===== config.mk =====
export PLATFORM = sky130hd
export DESIGN_NAME = ran_gen_range
export DESIGN_NICKNAME = d
export VERILOG_FILES = /design/src/rtl/ran_gen_range.sv
export SDC_FILE = /design/constraint.sdc
export NUM_CORES = 1
export LEC_CHECK = 0
export CORE_ASPECT_RATIO = 1.1
export CORE_MARGIN = 10
export CORE_UTILIZATION = 45
export DETAILED_ROUTE_END_ITERATION = 16
export PLACE_DENSITY = 0.77
export SETUP_SLACK_MARGIN = 0.4
export SLEW_MARGIN = 20
export SYNTH_ARGS = -nofsm -noshare
export SYNTH_HDL_FRONTEND = slang
export SYNTH_SLANG_ARGS = --single-unit
export TNS_END_PERCENT = 5

===== constraint.sdc =====
create_clock -name system_clk -period 3.6 [get_ports system_clk]
set_input_delay 0.36 -clock system_clk [delete_from_list [all_inputs] [get_ports system_clk]]
set_output_delay 0.36 -clock system_clk [all_outputs]
set_load 0.03 [all_outputs]

===== src/rtl/ran_gen_range.sv =====
// Ranged random source: Fibonacci LFSR with seed load and lockup repair, serving
// draws in [0, limit) through a req/valid handshake using bounded rejection sampling.
module ran_gen_range #(
  parameter int unsigned        LFSR_W    = 48,
  parameter int unsigned        OUT_W     = 16,
  parameter int unsigned        OFFSET    = 16,
  parameter logic [LFSR_W-1:0]  TAPS      = 48'hAAAA_AAAA_AAAA,
  parameter logic [LFSR_W-1:0]  SEED      = 48'h0F0F_F0F0_0F0F,
  parameter int unsigned        MAX_TRIES = 15
) (
  input  logic              system_clk,
  input  logic              rst,
  input  logic              seed_load,
  input  logic [LFSR_W-1:0] seed,
  input  logic              run,
  input  logic              req,
  input  logic [OUT_W-1:0]  limit,
  output logic              busy,
  output logic              valid,
  output logic [OUT_W-1:0]  value,
  output logic              biased,
  output logic [OUT_W-1:0]  raw,
  output logic              lockup
);

  localparam int unsigned TW = (MAX_TRIES > 1) ? $clog2(MAX_TRIES) : 1;

  typedef enum logic [0:0] {StIdle, StDraw} state_e;

  state_e             fsm_q, fsm_d;
  logic [LFSR_W-1:0]  lfsr_q, lfsr_d;
  logic               lockup_q, lockup_d;
  logic [OUT_W-1:0]   lim_q, lim_d;
  logic [OUT_W-1:0]   mask_q, mask_d;
  logic [TW-1:0]      tries_q, tries_d;
  logic [OUT_W-1:0]   value_q, value_d;
  logic               valid_q, valid_d;
  logic               biased_q, biased_d;

  logic               fb;
  logic               step;
  logic [OUT_W-1:0]   lim_m1;
  logic [OUT_W-1:0]   mask_new;
  logic [OUT_W-1:0]   cand;

  assign raw  = lfsr_q[OFFSET+OUT_W-1:OFFSET];
  assign busy = (fsm_q == StDraw);

  // LFSR next state: seed load beats lockup repair beats stepping.
  always_comb begin
    fb       = ^(lfsr_q & TAPS);
    step     = run | (fsm_q == StDraw);
    lfsr_d   = lfsr_q;
    lockup_d = 1'b0;
    if (seed_load) begin
      lfsr_d = (seed == '0) ? SEED : seed;
    end else if (lfsr_q == '0) begin
      lfsr_d   = SEED;
      lockup_d = 1'b1;
    end else if (step) begin
      lfsr_d = {lfsr_q[LFSR_W-2:0], fb};
    end
  end

  // Smear limit-1 downwards to get the smallest all-ones mask covering it.
  always_comb begin
    lim_m1 = limit - OUT_W'(1);
    for (int i = 0; i < OUT_W; i++) begin
      mask_new[i] = |(lim_m1 >> i);
    end
  end

  always_comb begin
    fsm_d    = fsm_q;
    lim_d    = lim_q;
    mask_d   = mask_q;
    tries_d  = tries_q;
    value_d  = value_q;
    valid_d  = 1'b0;
    biased_d = 1'b0;
    cand     = raw & mask_q;
    case (fsm_q)
      StIdle: begin
        if (req) begin
          lim_d   = limit;
          mask_d  = mask_new;
          tries_d = '0;
          fsm_d   = StDraw;
        end
      end
      StDraw: begin
        if (lim_q == '0) begin
          value_d = raw;
          valid_d = 1'b1;
          fsm_d   = StIdle;
        end else if (lim_q == OUT_W'(1)) begin
          value_d = '0;
          valid_d = 1'b1;
          fsm_d   = StIdle;
        end else if (cand < lim_q) begin
          value_d = cand;
          valid_d = 1'b1;
          fsm_d   = StIdle;
        end else if (tries_q == TW'(MAX_TRIES - 1)) begin
          // Dropping the top mask bit guarantees a result below the limit.
          value_d  = cand & (mask_q >> 1);
          valid_d  = 1'b1;
          biased_d = 1'b1;
          fsm_d    = StIdle;
        end else begin
          tries_d = tries_q + 1'b1;
        end
      end
      default: fsm_d = StIdle;
    endcase
  end

  always_ff @(posedge system_clk) begin
    if (rst) begin
      fsm_q    <= StIdle;
      lfsr_q   <= SEED;
      lockup_q <= 1'b0;
      lim_q    <= '0;
      mask_q   <= '0;
      tries_q  <= '0;
      value_q  <= '0;
      valid_q  <= 1'b0;
      biased_q <= 1'b0;
    end else begin
      fsm_q    <= fsm_d;
      lfsr_q   <= lfsr_d;
      lockup_q <= lockup_d;
      lim_q    <= lim_d;
      mask_q   <= mask_d;
      tries_q  <= tries_d;
      value_q  <= value_d;
      valid_q  <= valid_d;
      biased_q <= biased_d;
    end
  end

  assign valid  = valid_q;
  assign value  = value_q;
  assign biased = biased_q;
  assign lockup = lockup_q;

endmodule


==> flow_summary.toml, run 1 <==
[route]
drc = 0
avgRoutedWirePerCell_microns = 20.1
drtPass1Iterations = 5
drtIter0Drc = 714
routed-via-count = 5948
viasPerCell = 6.29
totalWireLength_microns = 19000
ant_nets = 0

[worst_setup_path]
worst_ep_required_time_ps = 3850
slowest_stage = "dfxtp_1"
worstPathCellList = "and2_1 -> ha_1 -> and4_1 -> and2_0 -> a311oi_1 -> buf_4 -> o211a_1 -> a22oi_1 -> a211oi_1"
timing.rr.start = "lfsr_q[20]$_SDFFE_PP1P_"
arrival_ps = 3150
path_class = "flop to flop"
start_kind = "flop"
crit_start = "lfsr_q[20]$_SDFFE_PP1P_"
critPathMaxFanout = 14
worstSetupEndpointType = "flop"
slowest_delay_ps = 490

[timing]
min_period_over_period = 0.807
setup_viol = 0
fin_skew_ps = 4.90
fin_hold_ws_ps = 343
tns_ps = 0
min_period_ps = 2900
slew_headroom = 0.410
tightest_slew_ps = 884
finalHoldViolCount = 0
rsz0062_at_grt = "no"
slew_viol_final = 0
fmax_mhz = 344

[clock_tree]
postCtsHoldBufs = 0
htree_num_levels = 3
postCtsSetupBuffers = 0
clockRootBuffer = "clkbuf_16"
clockBufferDepth = 2
clkSinkCount = 104
cts_resized = 0
numCtsBuffers = 9
clk_latency_ps = 340
cts_tree = "built"
clk_pin_slew_ps = 70

[finish]
fin_nets = 873
fill_cells = 1161
multi_input_area_sq_um = 3260
drive_gt1_frac = 0.0723
num_antenna_cells = 0
area_growth_pct = 24.2
fin_util = 0.567
seqCellArea_sq_um = 2080

[placement]
gp_congestion = 0.961
place_hpwl_microns = 14200
port_buffers = 104

[synth]
synth_top_family_by_area = "simple AND/OR/NAND/NOR gates"
syn_area_sq_um = 5750
synthSimpleGateAreaFrac = 0.252
synth_compound_area_frac = 0.225
synth_warnings = 0
syn-num-nets = 799
syn_area_per_cell_sq_um = 8.08
yosys_most_used_dff = "dfxtp_1"
synthArstFlopShare = 0
yosysSeqAreaShare = 0.362
ys_seq_elements = 104
synth_mux_area_frac = 0
synth_cell_types = 59
synthXorXnorAreaFrac = 0.0466
netlist_instances = 711
synth_edf_count = 0
synth-adder-area-share = 0.0414

[power_and_ir_drop]
irDropWorstVdd_v = 0.000229
leakagePower_uw = 0.00261
power_density_nw_per_um2 = 455

[run_status]
status = "complete, no violations"

[grt]
antenna_found_initial = 0
grt_pass1_wl_microns = 30100
grt_max_degree = 65
grt_overflow_total = 0
grt_use_total = 0.207
grt_pass1_vias = 5627

[floorplanning]
die_h_microns = 139
die_w_microns = 128
io-pin-count = 105
initial_utilization = 0.457
die_area_sq_um = 17700
rows = 43
coreArea_sq_um = 12600

[job]
maxCapViolCount = 0

[min_path]
hold_class = "input port to flop"
hold_path.startpoint = "rst"
==> synthesized netlist by cell type, types with 23 or more instances <==
library cell / number / area share
a21oi_1: 30 / 0.026
a221oi_1: 25 / 0.038
clkbuf_1: 49 / 0.032
dfxtp_1: 104 / 0.36
inv_1: 23 / 0.015
nand2_1: 84 / 0.055
nand3_1: 41 / 0.036
nor2_1: 39 / 0.025
nor3_1: 34 / 0.030
nor4_1: 33 / 0.036
o221ai_1: 24 / 0.037
xnor2_1: 24 / 0.037
==> worst paths after layout <==
path	end	slack, ps	cells after the start
hold / removal	lfsr_q[28]$_SDFFE_PP1P_	340	3
setup reg to reg	value[2]$_SDFFE_PP0P_	700	9
setup / recovery	value[2]$_SDFFE_PP0P_	700	9
hold reg to reg	value[0]$_SDFFE_PP0P_	470	2
==> layout by cell type, fill, tap and decap left out, drive strengths merged, types with 10 or more instances in the layout <==
cell / netlist / final
a211oi: 14 / 14
a21oi: 31 / 31
a221oi: 25 / 25
a22oi: 14 / 14
a31oi: 22 / 22
and2: 18 / 18
buf: 18 / 27
clkbuf: 49 / 12
clkdlybuf4s50: 0 / 103
dfxtp: 104 / 104
ha: 19 / 19
inv: 23 / 23
nand2: 84 / 84
nand3: 41 / 41
nand4: 10 / 10
nor2: 39 / 39
nor3: 35 / 35
nor4: 33 / 33
o21ai: 21 / 21
o221ai: 24 / 24
xnor2: 24 / 24
==> power by group <==
part           leakage [uW]  switching, uW  internal (uW)  total, uW
clock network      0.000131            424            501        926
registers          0.000860            113           1260       1370
logic               0.00162            533            419        952
==> kinds of logic (layout without fill, tap and decap cells) <==
kind of cell,Yosys count,after routing
adders and majority gates,19,19
and+or+nand+nor,289,289
xor gates and xnor gates,29,29
AOI/OAI and AO/OA,179,179
buffers and inverters,91,168
DFF,104,104
==> critical path, delay by kind of cell, from the launching register on <==
kind	cells	cell delay, ps
AOI/OAI and AO/OA	4	1340
and+or+nand+nor	3	550
DFF	1	490
adders and majority gates	1	230
buffers and inverters	1	200
==> sequential cells by signal, summed over array words and instances (netlist names) <==
name     cells
biased       1
valid        1
lfsr_q      48
lockup       1
tries_q      4
lim_q       16
value       16
busy         1
mask_q      16
==> metal layers <==
metal | routed length [microns] | vias up | track usage
met5 | 0 | - | 0
met4 | 699 | 0 | 0.0878
met3 | 1460 | 47 | 0.0432
met2 | 8750 | 261 | 0.323
met1 | 8050 | 2846 | 0.267
li1 | - | 2794 | -
==> per-stage QoR <==
step | power, uW | area (sq um) | setup WS [ps] | cells
6_report | 3250 | 7140 | 695 | 945
2_1_floorplan | 1980 | 5750 | 850 | 711
3_3_place_gp | 2300 | 6860 | 592 | 931
5_1_grt | 3400 | 7140 | 536 | 945
3_5_place_dp | 2330 | 6860 | 527 | 931
4_1_cts | 3240 | 7130 | 662 | 945
==> final cells by class <==
cell class,count,area share
timing repair buffer,130,0.173
tap,157,0.0275
inverter,24,0.0126
sequential,104,0.292
clock inverter,2,0.00228
clock buffer,12,0.0359
multi-input combinational,516,0.457
Note: power is estimated with default switching activity, not from simulation.
==> run 2, diff against run 1 <==
Settings changed: PLACE_DENSITY 0.77 to 0.8.
Clock period 3.6 ns to 2.4 ns, I/O delays scaled along.
==> run 2 against run 1 <==
Against the previous run:
- register-to-register slack worse by 660 ps
- critical path depth unchanged
- global-route usage up 1.1 points
- first-iteration DRC count down 14%
- maximum frequency up 23%
- largest cell class unchanged
- critical endpoint is now value[1]$_SDFFE_PP0P_
- clock power up 62%
- combinational power up 95%
==> flow_summary.toml, run 2 (same netlist as run 1, synthesis figures left out) <==
[placement]
gp_congestion = 0.926
post-place-ws_ps = -693
place_hpwl_microns = 14800
placedCellCount = 975
placed_cell_area_sq_um = 7360
port_buffers = 104

[worst_setup_path]
worstSetupEndpointType = "flop"
start_kind = "flop"
worst_ep_required_time_ps = 2670
slowest_delay_ps = 420
path_class = "flop to flop"
arrival_ps = 2630
critPathMaxFanout = 7
cp_num_buf_inv = 1
slowest_stage = "a311oi_4"
worstPathCellList = "and2_4 -> ha_4 -> and4_4 -> and2_4 -> a311oi_4 -> o211a_1 -> buf_6 -> a22oi_2 -> a211oi_2"
cp_common_cell = "and2_4"
critical_path.top_delay_family = "compound AO/OA/AOI/OAI gates"

[finish]
layoutNonFillerInstCount = 1002
layout_common_cells = "clkdlybuf4s50_1 (94), dfxtp_1 (86), nand2_1 (75), buf_4 (66), nand3_1 (41)"
fin_nets = 928
top_register = "lfsr_q"
drive_gt1_frac = 0.272
final_common_cell = "clkdlybuf4s50_1"
fill_cells = 968
design_area_sq_um = 8330
area_growth_pct = 45.0
largest_register_ffs = 48
num_antenna_cells = 0

[min_path]
hold_class = "input port to flop"

[job]
maxCapViolCount = 0

[clock_tree]
numCtsBuffers = 9
clockRootBuffer = "clkbuf_16"
clk_pin_slew_ps = 70
postCtsHoldBufs = 0
cts_tree = "built"
clk_latency_ps = 360
clkSinkCount = 104
htree_num_levels = 3
clockBufferDepth = 2

[timing]
setup_slack_ps = 34.1
fin_skew_ps = 11.2
setup_viol = 0
tightest_slew_ps = 775
finalHoldViolCount = 0
fmax_mhz = 423
slew_headroom = 0.484
min_period_over_period = 0.986
rsz0062_at_grt = "yes"
min_period_ps = 2370
slew_viol_final = 0

[route]
ant_nets = 0
drtPass1Iterations = 5
totalWireLength_microns = 20700
routed-via-count = 6417
drtIter0Drc = 617
viasPerCell = 6.40
avgRoutedWirePerCell_microns = 20.6
drc = 0

[power_and_ir_drop]
power_density_nw_per_um2 = 648
leakagePower_uw = 0.00311
irDropWorstVdd_v = 0.000413

[floorplanning]
initial_utilization = 0.457
io-pin-count = 105
die_h_microns = 139
rows = 43
coreArea_sq_um = 12600
die_area_sq_um = 17700
die_w_microns = 128

[grt]
grt_pass1_wl_microns = 32100
grt_use_total = 0.218
grt_overflow_total = 0
grt_pass1_vias = 6276
grt_max_degree = 65
antenna_found_initial = 0

[run_status]
status = "complete, no violations"
[run 2: cell count changes in the layout (fill, tap and decap cells not counted), moves of 9 or more]
cell | previous run | this run
a221oi_1 | 24 | 10
a221oi_2 | 1 | 13
a22oi_1 | 14 | 3
a22oi_2 | 0 | 11
buf_4 | 26 | 66
buf_6 | 0 | 10
clkdlybuf4s50_1 | 103 | 94
dfxtp_1 | 104 | 86
dfxtp_2 | 0 | 18
nand2_1 | 84 | 75
[run 2: per-stage QoR]
stage	TNS [ps]	util	hold WS [ps]	total power, uW
detailed placement	-8680	0.585	461	3660
floorplan	0	-	376	3060
global placement	-7310	0.585	460	3610
CTS	0	0.630	306	5240
finish	0	0.662	306	5400
global route	-129	0.662	312	5630
[run 2: per-layer routing]
metal	vias to the layer above	wire, microns	GRT usage
met3	54	1740	0.0512
met4	0	623	0.0807
met1	3110	8220	0.267
met5	-	0	0
met2	340	10100	0.360
li1	2913	-	-
[run 2: repair_timing]
item,4_1_cts,5_1_grt
setup endpoints to repair,87,87
buffers inserted,9,2
resized for setup,62,84
pin swaps,29,62
[run 2: cell type report]
cell class,instances,area (sq um),share of cell area
multi-input cells,516,3860,0.463
flip-flops and latches,104,2100,0.253
repair buffers,185,1780,0.214
clock buffers,11,243,0.0291
well taps,157,196,0.0236
inverters,24,90.1,0.0108
clock inverters,5,53.8,0.00646
[run 2: path summary, 6_finish.rpt]
check / end / from / slack [ps] / cells past startpoint
max: value[1]$_SDFFE_PP0P_ / mask_q[4]$_SDFFE_PP0P_ / 30 / 9
min: lim_q[8]$_SDFFE_PP0P_ / limit[8] / 310 / 4
max reg2reg: value[1]$_SDFFE_PP0P_ / mask_q[4]$_SDFFE_PP0P_ / 30 / 9
min reg2reg: lim_q[4]$_SDFFE_PP0P_ / lim_q[4]$_SDFFE_PP0P_ / 470 / 2
[run 2: tightest hold or removal path: stages]
cell and delay (ps):
buf_6 90, buf_4 150, nand2_1 70, a21oi_1 60
[run 2: power by group]
part / total [uW] / internal (uW) / leakage, uW / switching [uW]
Combinational: 1860 / 862 / 0.00210 / 996
Clock: 1500 / 837 / 0.000150 / 667
Sequential: 2040 / 1890 / 0.000861 / 152
Total: 5400 / 3590 / 0.00311 / 1810
==> run 3, diff against run 2 <==
Settings changed: PLACE_DENSITY 0.8 to 0.77.
Clock period 2.4 ns to 2.9 ns, I/O delays scaled along.
==> run 3 against run 2 <==
Against the previous run:
- sequential power is 17% lower
- hold slack better by 170 ps
- die area stayed put
- clock skew hardly changed
- global-route usage is 1.5 points lower
- cell area is 12% lower
- register-to-register slack better by 300 ps
- utilization is 7.7 points lower
- critical endpoint is now value[5]$_SDFFE_PP0P_
==> flow_summary.toml, run 3 (same netlist as run 1, synthesis figures left out) <==
[route]
drtIter0Drc = 563
viasPerCell = 6.38
drtPass1Iterations = 5
drc = 0
totalWireLength_microns = 19000
avgRoutedWirePerCell_microns = 19.8
routed-via-count = 6123
ant_nets = 0

[placement]
post-place-ws_ps = 12.8
gp_congestion = 0.946
placedCellCount = 940
place_hpwl_microns = 14200
port_buffers = 104

[timing]
fin_skew_ps = 10.8
fmax_mhz = 390
setup_viol = 0
tightest_slew_ps = 988
min_period_ps = 2570
slew_headroom = 0.340
finalHoldViolCount = 0
rsz0062_at_grt = "yes"
min_period_over_period = 0.885
tns_ps = 0
slew_viol_final = 0
setup_slack_ps = 333

[floorplanning]
initial_utilization = 0.457
rows = 43
die_w_microns = 128
die_h_microns = 139
die_area_sq_um = 17700
coreArea_sq_um = 12600
io-pin-count = 105

[worst_setup_path]
critPathMaxFanout = 7
worstSetupEndpointType = "flop"
arrival_ps = 2780
worst_ep_required_time_ps = 3110
start_kind = "flop"
path_class = "flop to flop"

[finish]
largest_register_ffs = 48
drive_gt1_frac = 0.107
num_antenna_cells = 0
layoutNonFillerInstCount = 960
area_growth_pct = 28.1
layout_common_cells = "clkdlybuf4s50_1 (103), dfxtp_1 (100), nand2_1 (84), nand3_1 (41), nor2_1 (39)"
final_common_cell = "clkdlybuf4s50_1"
top_register = "lfsr_q"
fin_nets = 886
fill_cells = 1130

[min_path]
hold_class = "flop to flop"

[job]
maxCapViolCount = 0

[power_and_ir_drop]
irDropWorstVdd_v = 0.000354
leakagePower_uw = 0.00272
power_density_nw_per_um2 = 575
finalPower_uw = 4230

[grt]
grt_overflow_total = 0
grt_pass1_vias = 5657
antenna_found_initial = 0
grt_pass1_wl_microns = 30000
grt_use_total = 0.203
grt_max_degree = 65

[clock_tree]
clkSinkCount = 104
htree_num_levels = 3
clockBufferDepth = 2
clockRootBuffer = "clkbuf_16"
cts_tree = "built"
clk_latency_ps = 360
clk_pin_slew_ps = 70
postCtsHoldBufs = 0
numCtsBuffers = 9

[run_status]
status = "complete, no violations"
==> run 3: cell type report <==
type,count,area [sq um],area share
multi-input combinational,517,3330,0.452
sequential,104,2090,0.284
timing repair buffer,142,1350,0.183
clock buffer,12,256,0.0348
tap,157,196,0.0267
inverter,24,90.1,0.0122
clock inverter,4,52.6,0.00714
==> run 3: worst max-delay path, cell delays in order, from the launching register on <==
cell and delay (ps):
dfxtp_1 330, and2_1 180, ha_1 320, and4_4 220, and2_0 160, a311oi_2 340, buf_4 230, o21ai_2 120
a21oi_2 200, buf_2 240, a211oi_1 100
==> run 3: final timing paths <==
check,slack (ps),depth (start not counted),to,startpoint
setup / recovery,330,10,value[5]$_SDFFE_PP0P_,lfsr_q[23]$_SDFFE_PP1P_
hold / removal,480,2,lim_q[8]$_SDFFE_PP0P_,lim_q[8]$_SDFFE_PP0P_
setup reg to reg,330,10,value[5]$_SDFFE_PP0P_,lfsr_q[23]$_SDFFE_PP1P_
hold reg to reg,480,2,lim_q[8]$_SDFFE_PP0P_,lim_q[8]$_SDFFE_PP0P_
==> run 3: metal layers <==
layer / global-route usage / vias up / part of all wire
met4: 0.0605 / 0 / 0.025
met5: 0 / - / 0
met2: 0.332 / 316 / 0.48
met1: 0.261 / 2934 / 0.41
met3: 0.0402 / 45 / 0.083
li1: - / 2828 / -
==> run 3: what timing repair did <==
item / in CTS / in global routing
gates cloned: 0 / 2
setup buffers: 0 / 2
gates resized for setup: 3 / 16
setup endpoints to repair: 57 / 62
pin swaps: 0 / 5
==> run 3: per-stage QoR <==
stage / cell area [sq um] / hold WS [ps] / utilization
global route: 7360 / 511 / 0.585
floorplan: 5760 / 426 / -
finish: 7360 / 477 / 0.585
CTS: 7280 / 475 / 0.578
global placement: 6960 / 453 / 0.553
detailed placement: 6960 / 467 / 0.553
==> run 3: where the power goes <==
group / leakage, uW / total (uW) / internal [uW] / switching [uW]
registers: 0.000860 / 1690 / 1560 / 133
clock network: 0.000153 / 1270 / 719 / 550
logic: 0.00170 / 1270 / 570 / 700
